## config.mk

```make
export PLATFORM = sky130hd
export DESIGN_NAME = tlp_transmitter_flat
export DESIGN_NICKNAME = d
export VERILOG_FILES = /design/src/rtl/tlp_transmitter_if.sv /design/src/rtl/tlp_transmitter.sv /design/src/flat_wrapper.sv
export SDC_FILE = /design/constraint.sdc
export NUM_CORES = 1
export LEC_CHECK = 0
export BUFFER_PORTS_ARGS = -buffer_cell sky130_fd_sc_hd__buf_2
export CAP_MARGIN = 0
export CELL_PAD_IN_SITES_DETAIL_PLACEMENT = 1
export CELL_PAD_IN_SITES_GLOBAL_PLACEMENT = 1
export CORE_MARGIN = 10
export CORE_UTILIZATION = 37
export DETAILED_ROUTE_END_ITERATION = 10
export HOLD_SLACK_MARGIN = 0.02
export PLACE_DENSITY_LB_ADDON = 0.25
export SLEW_MARGIN = 20
export SYNTH_ARGS = -nofsm -noshare
export SYNTH_HDL_FRONTEND = slang
export SYNTH_SLANG_ARGS = --single-unit
```

## constraint.sdc

```tcl
create_clock -name clk -period 5.14 [get_ports clk]
set_input_delay 0.257 -clock clk [delete_from_list [all_inputs] [get_ports clk]]
set_output_delay 0.257 -clock clk [all_outputs]
set_load 0.005 [all_outputs]
```

## src/rtl/tlp_transmitter_if.sv

```systemverilog
// -----------------------------------------------------------------------------
// tlp_transmitter_if
// TLP source handshake bundle feeding the byte-serial TLP framer.
//
// Signals:
//   tlp_valid  source -> framer  a TLP is present on tlp_data
//   tlp_ready  framer -> source  framer accepts a TLP on this edge
//   tlp_data   source -> framer  8*N_BYTES bits, byte k = tlp_data[8k+7:8k]
//
// Modports:
//   master  the TLP source
//   slave   the framer (tlp_transmitter)
// -----------------------------------------------------------------------------
interface tlp_transmitter_if #(
    parameter int N_BYTES = 20
);
    logic                   tlp_valid;
    logic                   tlp_ready;
    logic [8*N_BYTES-1:0]   tlp_data;

    modport master (
        output tlp_valid,
        output tlp_data,
        input  tlp_ready
    );

    modport slave (
        input  tlp_valid,
        input  tlp_data,
        output tlp_ready
    );
endinterface

```

## src/rtl/tlp_transmitter.sv

```systemverilog
// -----------------------------------------------------------------------------
// tlp_transmitter
// Byte-serial TLP framer. Takes one N_BYTES-byte TLP per valid/ready handshake
// and emits STP (FB, K=1), the payload bytes LSB-first (K=0) and END (FD, K=1)
// on an 8-bit symbol lane, followed by MIN_GAP idle symbols.
//
// Ports:
//   clk        in   clock, rising edge
//   reset      in   asynchronous, active-high reset
//   tlp        slave modport of tlp_transmitter_if (tlp_valid/tlp_ready/tlp_data)
//   tx_enable  in   permits starting a new frame
//   data_out   out  registered symbol lane
//   datak      out  registered K-flag, 1 = control symbol on data_out
//   busy       out  high from the accept edge until the edge that emits END
//   tlp_count  out  frames fully transmitted, wraps 255 -> 0
// -----------------------------------------------------------------------------
module tlp_transmitter #(
    parameter int         N_BYTES  = 20,
    parameter int         MIN_GAP  = 1,
    parameter logic [7:0] IDLE_SYM = 8'h00
) (
    input  logic             clk,
    input  logic             reset,
    tlp_transmitter_if.slave tlp,
    input  logic             tx_enable,
    output logic [7:0]       data_out,
    output logic             datak,
    output logic             busy,
    output logic [7:0]       tlp_count
);
    localparam logic [7:0] STP_SYM = 8'hFB;
    localparam logic [7:0] END_SYM = 8'hFD;

    localparam int IDX_W = (N_BYTES > 1) ? $clog2(N_BYTES) : 1;
    localparam int GAP_W = (MIN_GAP > 1) ? $clog2(MIN_GAP) : 1;

    localparam logic [IDX_W-1:0] LAST_IDX = IDX_W'(N_BYTES - 1);
    localparam logic [GAP_W-1:0] LAST_GAP = GAP_W'((MIN_GAP > 0) ? MIN_GAP - 1 : 0);

    typedef enum logic [1:0] {
        S_IDLE,
        S_PAYLOAD,
        S_END,
        S_GAP
    } state_t;

    state_t               state;
    logic [IDX_W-1:0]     byte_idx;
    logic [GAP_W-1:0]     gap_cnt;
    logic [8*N_BYTES-1:0] shreg;
    logic                 offer;

    // A TLP is taken whenever the source offers one while idle and enabled.
    // reset only gates the externally visible ready; inside the clocked
    // logic the async reset already dominates.
    assign offer         = tlp.tlp_valid && tx_enable;
    assign tlp.tlp_ready = (state == S_IDLE) && tx_enable && !reset;

    always_ff @(posedge clk or posedge reset) begin
        if (reset) begin
            state     <= S_IDLE;
            data_out  <= IDLE_SYM;
            datak     <= 1'b0;
            busy      <= 1'b0;
            tlp_count <= 8'd0;
            byte_idx  <= '0;
            gap_cnt   <= '0;
        end else begin
            unique case (state)
                S_IDLE: begin
                    if (offer) begin
                        data_out <= STP_SYM;
                        datak    <= 1'b1;
                        busy     <= 1'b1;
                        byte_idx <= '0;
                        state    <= S_PAYLOAD;
                    end else begin
                        data_out <= IDLE_SYM;
                        datak    <= 1'b0;
                    end
                end

                S_PAYLOAD: begin
                    // Payload bytes that look like FB/FD still go out as data.
                    data_out <= shreg[7:0];
                    datak    <= 1'b0;
                    byte_idx <= byte_idx + IDX_W'(1);
                    if (byte_idx == LAST_IDX) begin
                        state <= S_END;
                    end
                end

                S_END: begin
                    data_out  <= END_SYM;
                    datak     <= 1'b1;
                    busy      <= 1'b0;
                    tlp_count <= tlp_count + 8'd1;
                    gap_cnt   <= '0;
                    state     <= (MIN_GAP > 0) ? S_GAP : S_IDLE;
                end

                S_GAP: begin
                    data_out <= IDLE_SYM;
                    datak    <= 1'b0;
                    gap_cnt  <= gap_cnt + GAP_W'(1);
                    if (gap_cnt == LAST_GAP) begin
                        state <= S_IDLE;
                    end
                end

                default: begin
                    state <= S_IDLE;
                end
            endcase
        end
    end

    // Payload shift register: captured only at the accept edge so later
    // changes on tlp_data never reach a frame in flight. Pure datapath, no reset.
    always_ff @(posedge clk) begin
        if (state == S_IDLE && offer) begin
            shreg <= tlp.tlp_data;
        end else if (state == S_PAYLOAD) begin
            shreg <= shreg >> 8;
        end
    end
endmodule

```

## src/flat_wrapper.sv

```systemverilog
// flat-port wrapper written by rule: the top's interface ports become plain ports
module tlp_transmitter_flat 
#(
    parameter int         N_BYTES  = 20,
    parameter int         MIN_GAP  = 1,
    parameter logic [7:0] IDLE_SYM = 8'h00
)
  (clk, reset, tx_enable, data_out, datak, busy, tlp_count, tlp_tlp_valid, tlp_tlp_data, tlp_tlp_ready);
  tlp_transmitter_if #(.N_BYTES(N_BYTES)) tlp_i ();
  input  logic clk;
  input  logic reset;
  input  logic tx_enable;
  output logic [7:0] data_out;
  output logic datak;
  output logic busy;
  output logic [7:0] tlp_count;
  input wire logic [$bits(tlp_i.tlp_valid)-1:0] tlp_tlp_valid;
  input wire logic [$bits(tlp_i.tlp_data)-1:0] tlp_tlp_data;
  output wire logic [$bits(tlp_i.tlp_ready)-1:0] tlp_tlp_ready;
  assign tlp_i.tlp_valid = tlp_tlp_valid;
  assign tlp_i.tlp_data = tlp_tlp_data;
  assign tlp_tlp_ready = tlp_i.tlp_ready;
  tlp_transmitter #(.N_BYTES(N_BYTES), .MIN_GAP(MIN_GAP), .IDLE_SYM(IDLE_SYM)) u_core (.clk(clk), .reset(reset), .tlp(tlp_i), .tx_enable(tx_enable), .data_out(data_out), .datak(datak), .busy(busy), .tlp_count(tlp_count));
endmodule
```

# [Yosys cells after proc, flatten, opt, wreduce, memory -nomap -nowiden]
# Index checks and enable logic that the tools add are counted.
[word_totals] regBits=186 input_bits=164
[op_classes] mux=15 eq_ne=7 n_addsub=3 n_reduce_logical=14
[op_table] op="$mux 160" count=2
[op_table] op="$pmux 8 s4" count=1
[op_table] op="$pmux 5 s2" count=1
[op_table] op="$add 8x1->8 const B" count=1
[op_table] op="$mux 8" count=1
[op_table] op="$pmux 2 s4" count=1
[op_table] op="$reduce_bool 2->1" count=4
[op_table] op="$mux 2" count=3
[op_table] op="$add 5x1->5 const B" count=1
[op_table] op="$eq 5x5->1 const B" count=1
[op_table] op="$mux 5" count=1
[op_table] op="$eq 2x2->1 const B" count=2
[op_table] op="$logic_and 1x1->1" count=4
[op_table] op="$ne 2x1->1 const B" count=2
[op_table] op="$pmux 1 s2" count=2
[op_table] op="$reduce_and 2->1" count=2
[op_table] op="$pmux 1 s3" count=1
[op_table] op="$reduce_and 3->1" count=1
[op_table] op="$eq 2x1->1 const B" count=1
[op_table] op="$logic_not 2->1" count=1
[op_table] op="$mux 1" count=2
[op_table] op="$ne 2x2->1 const B" count=1
[op_table] op="$reduce_or 2->1" count=1
[op_table] op="$add 1x1->1 const B" count=1
[op_table] op="$logic_not 1->1" count=1

# [Logic depth before layout (Yosys ltp)]
[depth] word_depth=3 depth_mapped=8 ltp_nobuf=5

# [Worst setup path after synthesis]
# No wires, ideal clock.
[synth_path] path_kind="register -> register" start="register u_core.state[1]" end="register u_core.shreg[0] (enable)" arrival_ps=4776 slack_ps=-184 path_buffers=1 path_stages_with_launch=5 setup_ps=548 required_time_ps=4592 cell_sequence="dfrtp_1 > inv_1 > ha_1 > clkbuf_1 > nand2b_1"
[synth_between] elab_chain_cells=3
[synth_lines] item="start, declared" line_no="tlp_transmitter.sv:47" text="state_t state;"
[synth_lines] item="start signal, assigned" line_no="tlp_transmitter.sv:99" text="state <= (MIN_GAP > 0) ? S_GAP : S_IDLE;"
[synth_lines] item="$logic_not 2->1" line_no="tlp_transmitter.sv:121" text="if (state == S_IDLE && offer) begin"
[synth_lines] item="$logic_and 1x1->1" line_no="tlp_transmitter.sv:121"
[synth_lines] item="$reduce_bool 2->1 (no line) (*)"
[synth_lines] item="end signal, assigned" line_no="tlp_transmitter.sv:122" text="shreg <= tlp.tlp_data;"
[synth_lines] item="end signal, assigned" line_no="tlp_transmitter.sv:124" text="shreg <= shreg >> 8;"
[synth_lines] item="end, declared" line_no="tlp_transmitter.sv:50" text="logic [8*N_BYTES-1:0] shreg;"
# Mark *: on every way between the ends. The rest lies on a longest branch, timed or not.
# A chain may end at the register's enable or synchronous reset.

# [Worst setup path in the final report]
[layout_path] start="register u_core.state[0]" end="register u_core.shreg[44] (enable)"
# Same word-level chain as after synthesis.

==> results.json <==
{
  "rsz0062_at_grt": "no",
  "final_cell_mix": "nand2_1, buf_2, edfxtp_1",
  "first_global_vias": 6274,
  "place.gp.congestion": 0.758,
  "swShare_pct": 30.9,
  "rrSetupSlack_ns": 1.83,
  "cp-start-kind": "flip-flop",
  "avgSynthCellArea_sq_um": 10.3,
  "final_common_cell": "nand2_1",
  "critPathCaptureType": "flip-flop",
  "clock_skew_ns": 0.00990,
  "worstPathMaxFanout": 109,
  "port_buffers": 182,
  "row_count": 53,
  "seq_area_frac_synth_pct": 69.0,
  "worstMarginPinSlew_ns": 1.06,
  "grt_pass1_wl_um": 32200,
  "ant_nets": 0,
  "period_needed_ns": 3.31,
  "cts_root_buf": "clkbuf_16",
  "status": "completed",
  "ys_seq_elements": 186,
  "comb_power_share_pct": 25.1,
  "yosys_warnings": 0,
  "routed_wl_um": 20000,
  "crit_path_max_incr_delay_ns": 0.82,
  "cts_tree": "built",
  "hp-class": "primary input to flip-flop",
  "antenna_found_initial": 0,
  "cts_inserted_buffers": 17,
  "peakVddDrop_uv": 354,
  "fp.dieW_um": 166,
  "max_clock_freq_ghz": 0.302,
  "grt_max_degree": 110,
  "finalHoldViolCount": 0,
  "period_share_pct": 64.5,
  "drc": 0,
  "p_switching_uw": 1760,
  "drtIter0Drc": 342,
  "n_antenna_cell": 0,
  "slew_viol_final": 0,
  "power.density_mw_per_mm2": 588,
  "grt-ovfl-total": 0,
  "grt_use_total_pct": 14.4,
  "cap_violations": 0,
  "place_hpwl_um": 13800,
  "seqCellArea_sq_mm": 0.00546,
  "critPathRequiredTime_ns": 5.20,
  "synth_fp_nets": 935,
  "placed_cells_incl_taps": 1188,
  "wl_per_cell_um": 16.4,
  "clk_latency_ns": 0.43,
  "die_height_um": 166,
  "cts_sinks": 186,
  "p_int_uw": 3930,
  "syn_to_final_growth_pct": 22.4,
  "p_leak_uw": 0.00449,
  "slew_headroom_pct": 29.6,
  "drive_gt1_share_pct": 23.6,
  "die_area_sq_mm": 0.0276,
  "arrival_ns": 3.37,
  "layoutNonFillerInstCount": 1220,
  "synthCells": 764,
  "setup_tns_ns": 0,
  "clock_path_buffers": 2,
  "seqPwrFrac_pct": 51.2,
  "synthesis.area_sq_mm": 0.00791,
  "start_util_pct": 37.6,
  "nets": 1104,
  "h-tree-depth": 4,
  "drtPass1Iterations": 4,
  "crit_type": "flip-flop to flip-flop",
  "clkSlewWorstSetupHoldPaths_ns": 0.07,
  "ios": 183,
  "setup_viol": 0,
  "path_cells": "inv_1 -> ha_1 -> nand3_4 -> nand2b_4 -> buf_12",
  "vias_per_cell": 4.67,
  "pwr-share-clk_pct": 23.7,
  "fillers": 2406,
  "num_vias": 5693,
  "coreArea_sq_mm": 0.0210,
  "multi_input_area_sq_mm": 0.00230,
  "slowest_stage": "nand2b_4",
  "synthDistinctLibCells": 31
}
## critical path: cells and delay by family (launching register included)
kind	cells	cell delay, ns
adder cells (fa/ha/maj)	1	0.34
AND/OR/NAND/NOR	2	1.38
buffers and inverters	2	0.65
flip-flops	1	0.41
## cell type report
class	count	area share, %
multi-input combinational	537	23.8
inverter	3	0.116
tap	275	3.55
sequential	186	56.4
clock buffer	17	4.39
clock inverter	14	1.74
timing repair buffer	188	10.0
## cell usage after synthesis (all sizes together)
library cell	count	area [sq um]
a21bo	1	10.0
a21o	6	45.0
a21oi	1	5.00
a222oi	1	10.0
a32oi	2	17.5
and2	11	68.8
and3	3	18.8
buf	16	77.6
clkbuf	22	82.6
dfrtp	26	651
edfxtp	160	4800
ha	7	87.6
inv	3	11.3
mux2	3	33.8
mux2i	1	10.0
nand2	466	1750
nand2b	3	18.8
nand3	9	45.0
nand3b	1	7.51
nand4	3	18.8
nand4b	1	8.76
nand4bb	1	11.3
nor2	4	15.0
nor3	1	5.00
o21a	1	7.51
o21ai	2	10.0
o31ai	2	15.0
xnor2	4	35.0
xor2	3	26.3
## kinds of logic after synthesis
kind of cell,after synthesis,share of synthesized area (%)
AND/OR/NAND/NOR,503,24.9
flip-flops,186,69.0
buffers and inverters,41,2.17
AO/OA/AOI/OAI,16,1.52
XOR/XNOR,7,0.775
adder cells (fa/ha/maj),7,1.11
multiplexers,4,0.554
## repair_timing
action | in CTS | in global routing
resized for setup | 0 | 0
hold buffers | 1 | 0
hold endpoints to repair | 26 | 0
setup buffers | 0 | 0
## through the flow
step / utilization, % / worst slack, ns / instance area (sq um) / power [uW] / hold slack (ns)
2_1_floorplan: - / 1.69 / 7910 / 3910 / 0.303
3_3_place_gp: 43.2 / 1.87 / 9080 / 4320 / 0.337
3_5_place_dp: 43.2 / 1.79 / 9080 / 4410 / 0.339
4_1_cts: 46.1 / 1.78 / 9680 / 5790 / 0.0637
5_1_grt: 46.1 / 1.55 / 9680 / 6100 / 0.0739
6_report: 46.1 / 1.83 / 9680 / 5690 / 0.0843
## worst paths after layout
| path | startpoint | end | cells past startpoint |
|---|---|---|---|
| min in group asynchronous | reset | u_core.data_out[6]$_DFF_PP0_ | 4 |
| worst max-delay path | u_core.state[0]$_DFFE_PP0P_ | u_core.shreg[44]$_DFFE_PP_ | 5 |
| max in group asynchronous | reset | u_core.byte_idx[0]$_DFFE_PP0P_ | 4 |
| worst max register to register | u_core.state[0]$_DFFE_PP0P_ | u_core.shreg[44]$_DFFE_PP_ | 5 |
| worst min register to register | u_core.shreg[7]$_DFFE_PP_ | u_core.data_out[7]$_DFF_PP0_ | 1 |
| worst min-delay path | tlp_tlp_data[82] | u_core.shreg[82]$_DFFE_PP_ | 3 |
## power by group through the flow
stage	combinational (uW)	clock [uW]	sequential [uW]
2_1_floorplan	980	0	2930
3_3_place_gp	1410	0	2910
3_5_place_dp	1460	0	2950
4_1_cts	1480	1380	2930
5_1_grt	1670	1440	2990
6_report	1430	1350	2920
## layer usage
| layer | part of all wire, % | vias to the layer above | global-route usage, % |
|---|---|---|---|
| met2 | 49 | 140 | 24.1 |
| li1 | - | 2829 | - |
| met3 | 5.0 | 21 | 4.09 |
| met5 | 0 | - | 0 |
| met1 | 45 | 2703 | 17.6 |
| met4 | 1.5 | 0 | 4.39 |
## registers in the layout, summed over array words and instances (netlist names)
register and count:
u_core.busy 1, u_core.shreg 160, u_core.data_out 8, u_core.datak 1
u_core.state 2, u_core.byte_idx 5, u_core.gap_cnt 1, u_core.tlp_count 8
Power figures use the tool's default switching activity.
